File: src/rtl/gen1_scramble_pkg.sv
// ---------------------------------------------------------------------------
// gen1_scramble_pkg
// Shared definitions for the Gen1 scramble sequencer. It holds the ordered-set
// symbol codes, the LFSR seed and feedback taps, the TS-window FSM state type,
// and the per-symbol TS-window step function.
// ---------------------------------------------------------------------------
package gen1_scramble_pkg;

  localparam logic [7:0]  COM        = 8'hBC;
  localparam logic [7:0]  SKP        = 8'h1C;
  localparam logic [7:0]  PAD        = 8'hF7;
  localparam logic [15:0] LFSR_SEED  = 16'hFFFF;
  // Feedback taps for x^16+x^5+x^4+x^3+1 (Galois form; the x^16 term is the
  // bit shifted out of position 15).
  localparam logic [15:0] LFSR_TAPS  = 16'h0039;
  localparam int          TS_LEN     = 16;

  typedef enum logic {TS_IDLE, TS_WIN} ts_state_e;

  typedef struct packed {
    ts_state_e  state;
    logic [3:0] cnt;
    logic       ts;
  } ts_step_t;

  // One symbol of the TS-window tracker. cnt counts the symbols that follow
  // the COM. The window closes on the symbol that brings cnt to TS_LEN-1, so
  // the 4-bit counter never wraps.
  function automatic ts_step_t ts_step(input ts_state_e  st,
                                       input logic [3:0] cnt,
                                       input logic [7:0] sym,
                                       input logic       is_k);
    ts_step_t r;
    r.state = st;
    r.cnt   = cnt;
    r.ts    = 1'b0;
    if (is_k && sym == COM) begin
      r.state = TS_WIN;
      r.cnt   = '0;
    end else if (st == TS_WIN) begin
      if (is_k && sym != PAD) begin
        // SKP/FTS/EIOS or any other K ends the window; this byte is not masked
        r.state = TS_IDLE;
        r.cnt   = '0;
      end else begin
        r.ts = 1'b1;
        if (cnt == 4'(TS_LEN - 2)) begin
          r.state = TS_IDLE;
          r.cnt   = '0;
        end else begin
          r.cnt = cnt + 4'd1;
        end
      end
    end
    return r;
  endfunction

endpackage

File: src/rtl/gen1_scramble_ctrl_step.sv
// ---------------------------------------------------------------------------
// gen1_lfsr_symbol_step
// Combinational one-symbol LFSR step. It produces the 8-bit keystream value
// for the current state and the state handed to the next symbol, with COM
// re-seeding and SKP hold applied.
// Ports:
//   lfsr_cur  in  16  state seen by this symbol
//   sym       in   8  symbol byte
//   is_k      in   1  K flag of the symbol
//   lfsr_nxt  out 16  state for the following symbol
//   value     out  8  keystream, [7] = first output bit (pairs with data bit 0)
// ---------------------------------------------------------------------------
module gen1_lfsr_symbol_step
  import gen1_scramble_pkg::*;
#(
  parameter logic [15:0] SEED = LFSR_SEED
) (
  input  logic [15:0] lfsr_cur,
  input  logic [7:0]  sym,
  input  logic        is_k,
  output logic [15:0] lfsr_nxt,
  output logic [7:0]  value
);

  logic [15:0] adv;

  always_comb begin
    adv   = lfsr_cur;
    value = '0;
    for (int i = 0; i < 8; i++) begin
      value[7-i] = adv[15];
      adv = {adv[14:0], 1'b0} ^ (adv[15] ? LFSR_TAPS : 16'h0000);
    end
    if (is_k && sym == COM) begin
      lfsr_nxt = SEED;
    end else if (is_k && sym == SKP) begin
      lfsr_nxt = lfsr_cur;
    end else begin
      lfsr_nxt = adv;
    end
  end

endmodule

File: src/rtl/gen1_scramble_ctrl.sv
// ---------------------------------------------------------------------------
// gen1_scramble_ctrl
// Sequencer for the Gen1 scramble datapath. It handles 4 symbols per clock,
// with byte 0 transmitted first. It walks the LFSR through the beat, tracks
// TS1/TS2 windows, and registers the data-aligned symbols, the per-byte
// keystream and the TS masks.
// Ports:
//   clk_i, rst_i                 clock, async active-high reset
//   valid_i, data_i, datak_i     input beat (byte n = data_i[8n+7:8n])
//   scramble_enable_i            0 = pass-through for this beat
//   valid_o, data_o, datak_o     registered beat
//   lfsr1..4_scramble_value_o    keystream for bytes 0..3
//   training_sequence_o          per-byte "inside TS window" mask
//   scramble_enable_o            registered scramble_enable_i
// ---------------------------------------------------------------------------
module gen1_scramble_ctrl
  import gen1_scramble_pkg::*;
#(
  parameter logic [15:0] SEED = LFSR_SEED
) (
  input  logic        clk_i,
  input  logic        rst_i,
  input  logic        valid_i,
  input  logic [31:0] data_i,
  input  logic [3:0]  datak_i,
  input  logic        scramble_enable_i,
  output logic        valid_o,
  output logic [31:0] data_o,
  output logic [3:0]  datak_o,
  output logic [7:0]  lfsr1_scramble_value_o,
  output logic [7:0]  lfsr2_scramble_value_o,
  output logic [7:0]  lfsr3_scramble_value_o,
  output logic [7:0]  lfsr4_scramble_value_o,
  output logic [3:0]  training_sequence_o,
  output logic        scramble_enable_o
);

  logic [15:0] lfsr_st;
  ts_state_e   ts_state;
  logic [3:0]  ts_cnt;

  logic [15:0] chain [0:4];
  logic [7:0]  value [0:3];

  ts_state_e   ts_state_nxt;
  logic [3:0]  ts_cnt_nxt;
  logic [3:0]  ts_bits;
  ts_step_t    ts_r;

  logic        vld_p1;
  logic [31:0] data_p1;
  logic [3:0]  datak_p1;
  logic [7:0]  val_p1 [0:3];
  logic [3:0]  ts_p1;
  logic        en_p1;

  // ---- p0: four chained symbol steps on the current beat ----
  assign chain[0] = lfsr_st;

  for (genvar n = 0; n < 4; n++) begin : g_step
    gen1_lfsr_symbol_step #(.SEED(SEED)) u_step (
      .lfsr_cur (chain[n]),
      .sym      (data_i[8*n +: 8]),
      .is_k     (datak_i[n]),
      .lfsr_nxt (chain[n+1]),
      .value    (value[n])
    );
  end

  always_comb begin
    ts_state_nxt = ts_state;
    ts_cnt_nxt   = ts_cnt;
    ts_bits      = '0;
    ts_r         = '0;
    for (int n = 0; n < 4; n++) begin
      ts_r         = ts_step(ts_state_nxt, ts_cnt_nxt, data_i[8*n +: 8], datak_i[n]);
      ts_state_nxt = ts_r.state;
      ts_cnt_nxt   = ts_r.cnt;
      ts_bits[n]   = ts_r.ts;
    end
  end

  // Sequencer state advances only on a valid beat.
  always_ff @(posedge clk_i or posedge rst_i) begin
    if (rst_i) begin
      lfsr_st  <= SEED;
      ts_state <= TS_IDLE;
      ts_cnt   <= '0;
    end else if (valid_i) begin
      lfsr_st  <= chain[4];
      ts_state <= ts_state_nxt;
      ts_cnt   <= ts_cnt_nxt;
    end
  end

  // ---- p1: registered, data-aligned outputs ----
  // The payload holds its last value through stalls.
  always_ff @(posedge clk_i or posedge rst_i) begin
    if (rst_i) begin
      vld_p1   <= 1'b0;
      data_p1  <= '0;
      datak_p1 <= '0;
      ts_p1    <= '0;
      en_p1    <= 1'b0;
      for (int n = 0; n < 4; n++) val_p1[n] <= '0;
    end else begin
      vld_p1 <= valid_i;
      if (valid_i) begin
        data_p1  <= data_i;
        datak_p1 <= datak_i;
        ts_p1    <= ts_bits;
        en_p1    <= scramble_enable_i;
        for (int n = 0; n < 4; n++) val_p1[n] <= value[n];
      end
    end
  end

  assign valid_o                = vld_p1;
  assign data_o                 = data_p1;
  assign datak_o                = datak_p1;
  assign lfsr1_scramble_value_o = val_p1[0];
  assign lfsr2_scramble_value_o = val_p1[1];
  assign lfsr3_scramble_value_o = val_p1[2];
  assign lfsr4_scramble_value_o = val_p1[3];
  assign training_sequence_o    = ts_p1;
  assign scramble_enable_o      = en_p1;

endmodule

File: config.mk
export PLATFORM = sky130hd
export DESIGN_NAME = gen1_scramble_ctrl
export DESIGN_NICKNAME = d
export VERILOG_FILES = /design/src/rtl/gen1_scramble_pkg.sv /design/src/rtl/gen1_scramble_ctrl_step.sv /design/src/rtl/gen1_scramble_ctrl.sv
export SDC_FILE = /design/constraint.sdc
export NUM_CORES = 1
export LEC_CHECK = 0
export CELL_PAD_IN_SITES_DETAIL_PLACEMENT = 2
export CELL_PAD_IN_SITES_GLOBAL_PLACEMENT = 2
export CORE_AREA = 2 2 142 144
export DETAILED_ROUTE_END_ITERATION = 6
export DIE_AREA = 0 0 144 146
export PLACE_DENSITY_LB_ADDON = 0.1
export SLEW_MARGIN = 25
export SYNTH_ARGS = -nofsm -noshare
export SYNTH_HDL_FRONTEND = slang
export SYNTH_SLANG_ARGS = --single-unit
File: constraint.sdc
create_clock -name clk_i -period 5.4 [get_ports clk_i]
set_input_delay 0.54 -clock clk_i [delete_from_list [all_inputs] [get_ports clk_i]]
set_output_delay 0.54 -clock clk_i [all_outputs]
set_load 0.02 [all_outputs]
==> impl_metrics.py <==
metrics = {
    "status": {
        "outcome": "finished clean",
    },
    "critical_path": {
        "r2r-end": "ts_cnt[2]$_DFFE_PP0P_",
        "cpPeakStageDelay_ns": 0.47,
        "crit_path_start_kind": "input port",
        "critical_path.endpoint_type": "register",
        "reg2reg_from": "ts_cnt[0]$_DFFE_PP0P_",
        "startpoint": "data_i[3]",
        "crit_arrival_ns": 5.18,
        "path_common_cell": "nor2_1",
        "slowest_stage": "or4_1",
        "worst_ep_required_time_ns": 5.61,
        "rr_worst_depth": 22,
        "worstPathCellList": "clkdlybuf4s50_1, nand4b_1, o31a_1, or4_1, a21oi_2, ha_1, nor4b_2, buf_4, a221oi_2, a21oi_1, nor2_1, ha_1, a311oi_2, and2_1, a21oi_1, nor2_1, ha_2, nor2_1, a221oi_1, nor2_1, a221oi_1, o32ai_1",
        "crit_fanout": 5,
        "reg2reg_slack_ns": 0.50,
        "cp-endpoint": "ts_cnt[2]$_DFFE_PP0P_",
        "worstSetupPathType": "in2reg",
    },
    "detailed_routing": {
        "drtAntennaViolNets": 0,
        "wl_met1_um": 10400,
        "wire_per_inst_um": 21.8,
        "drtPass1Iterations": 4,
        "routed_wl_um": 22700,
        "drc": 0,
        "drt_iter0_drc": 235,
        "dr_wl_met3_um": 856,
        "wl_met2_um": 11200,
        "routed.top_layer": "met4",
        "vias": 5615,
        "vias_per_cell": 5.40,
    },
    "synthesis": {
        "synth_top_area_cell": "dfrtp_1",
        "synth_xor_area_share_pct": 11.9,
        "synth_cell_types": 85,
        "yosys.area.top_type_share_pct": 30.5,
        "synthesis.area_mm2": 0.00649,
        "ys_seq_area_share_pct": 37.0,
        "yosysMostFrequentCell": "dfrtp_1",
        "synth_compound_area_share_pct": 16.7,
        "muxShareOfSynthArea_pct": 12.9,
        "yosys_warnings": 0,
        "synth_top_flop_cell": "dfrtp_1",
        "yosys.area_share.simple_pct": 16.2,
        "yosys-top-cells-count": "dfrtp_1, mux2_2, nor2_1",
        "async_flop_share_pct": 100,
        "ys_top_cells_by_area": "dfrtp_1, mux2_2, dfstp_2, xnor2_1, xor2_1",
        "syn_area_per_cell_um2": 9.93,
        "synth-adder-area-share_pct": 1.54,
        "synth-edff-count": 0,
        "synth_top_family_by_area": "compound AO/OA/AOI/OAI gates",
        "synth.net_count": 701,
        "synth_cells": 653,
        "synth-seq-cells": 95,
    },
    "floorplanning": {
        "start_util_pct": 33.6,
        "die_w_um": 144,
        "fp.dieArea_mm2": 0.0210,
        "die_y_um": 146,
        "rows": 51,
        "core_area_mm2": 0.0193,
        "ioPinCount": 114,
    },
    "clocking": {
        "post_cts_buffers": 0,
        "cts_tree": "done",
        "clock_path_buffers": 2,
        "cts.htree.levels": 3,
        "root_buffer": "clkbuf_16",
        "clock_latency_ns": 0.36,
        "cts-resized-gates": 0,
        "ctsHoldBuffers": 0,
        "cts.clk_slew.worst_paths_ns": 0.07,
        "numCtsBuffers": 9,
        "clock_sinks": 95,
    },
    "place": {
        "numPortBuffers": 113,
        "dpl-instance-area_mm2": 0.00801,
        "dp_hpwl_um": 17400,
        "dp_slack_ns": -0.134,
        "gp_congestion": 0.933,
    },
    "global_route": {
        "grt_overflow_total": 0,
        "grt_pass1_wl_um": 36600,
        "grt_max_degree": 57,
        "grt_usage_pct": 22.5,
        "grt_pass1_vias": 6185,
        "antenna_found_initial": 0,
    },
    "timing": {
        "fin_ws_ns": 0.433,
        "worst_slew_pin_slew_ns": 0.734,
        "layout_min_cycle_time_ns": 4.97,
        "finalHoldViolCount": 0,
        "slew_violations": 0,
        "clock-skew-final_ns": 0.00546,
        "setup_viol": 0,
        "fmax_mhz": 201,
        "maxSlewHeadroom_pct": 51.0,
        "finalCritPeriodShare_pct": 92.0,
        "rsz0062_at_grt": "false",
    },
    "layout": {
        "fin_area_mm2": 0.00835,
        "nets": 817,
        "postLayoutCoreUtil_pct": 43.2,
        "synthToLayoutAreaGrowth_pct": 28.8,
        "n_antenna_cell": 0,
        "drive_above_1_share_pct": 20.8,
    },
    "flow_run": {
        "drv_cap": 0,
    },
    "hold_path": {
        "min_from": "data_o[5]$_DFFE_PP0P_",
        "hold_class": "reg2reg",
    },
}
logic make-up (layout without fill, tap and decap cells):
group                    Yosys count  in the layout
AND/OR/NAND/NOR                  187            187
XOR/XNOR                          80             80
flip-flops                        95             95
AO/OA/AOI/OAI                    149            149
adder cells (fa/ha/maj)            8              8
buffers and inverters             58            179
multiplexers                      76             76
placed cells by master, fill, tap and decap left out, types with 8 or more instances in the layout:
master           Yosys  layout
a21oi_1             40      39
a31oi_1              8       8
and3_1               9       9
buf_4                0      31
clkbuf_16            0       9
clkdlybuf4s50_1      0     112
dfrtp_1             79      79
dfstp_2             16      16
inv_1               20      19
mux2_2              62      62
mux2i_1             14      14
nand2_1             28      28
nand3_1             18      18
nor2_1              52      52
nor3_1               8       8
o21ai_0             21      21
xnor2_1             46      46
xor2_1              28      28
routing by layer:
metal,track usage [%],up-vias
li1,-,2603
met1,31.4,2897
met2,37.2,103
met3,2.67,12
met4,4.90,0
met5,0,-
metrics by stage:
step | setup TNS [ns] | instances | hold slack [ns]
2_1_floorplan | 0 | 653 | 0.492
6_report | 0 | 1039 | 0.509
5_1_grt | 0 | 1039 | 0.526
4_1_cts | 0 | 1039 | 0.513
3_5_place_dp | -0.134 | 1023 | 0.497
3_3_place_gp | 0 | 1023 | 0.490
sequential cells by signal, indices dropped and copies added (netlist names):
| name | flops |
|---|---|
| data_o | 32 |
| lfsr_st | 16 |
| lfsr1_scramble_value_o | 8 |
| lfsr2_scramble_value_o | 8 |
| lfsr3_scramble_value_o | 8 |
| lfsr4_scramble_value_o | 8 |
| datak_o | 4 |
| training_sequence_o | 4 |
| ts_cnt | 4 |
| scramble_enable_o | 1 |
| ts_state | 1 |
| valid_o | 1 |
area by class of cell:
| type | instances | area, µm² |
|---|---|---|
| Fill cell | 2082 | 11000 |
| Multi-Input combinational cell | 500 | 3870 |
| Sequential cell | 95 | 2400 |
| Timing Repair Buffer | 143 | 1350 |
| Tap cell | 265 | 332 |
| Clock buffer | 9 | 225 |
| Clock inverter | 7 | 93.8 |
| Inverter | 20 | 77.6 |
worst max-delay path, delay by kind of cell:
kind,cells,cell delay [ns]
compound gates,9,1.72
fa+ha+maj,3,0.64
buf+inv,2,0.64
simple gates,8,1.62
worst min path at each step:
stage / depth (start not counted) / slack [ns] / end
after global placement: 1 / 0.49 / lfsr1_scramble_value_o[3]$_DFFE_PP0P_
after detailed placement: 1 / 0.50 / data_o[5]$_DFFE_PP0P_
after global routing: 1 / 0.53 / data_o[2]$_DFFE_PP0P_
after CTS: 1 / 0.51 / data_o[5]$_DFFE_PP0P_
final: 1 / 0.51 / data_o[5]$_DFFE_PP0P_
after floorplan: 2 / 0.49 / lfsr_st[3]$_DFFE_PP1P_
Power is not shown: default switching activity piles up to over one toggle a cycle in this logic, so the estimate is an artifact.
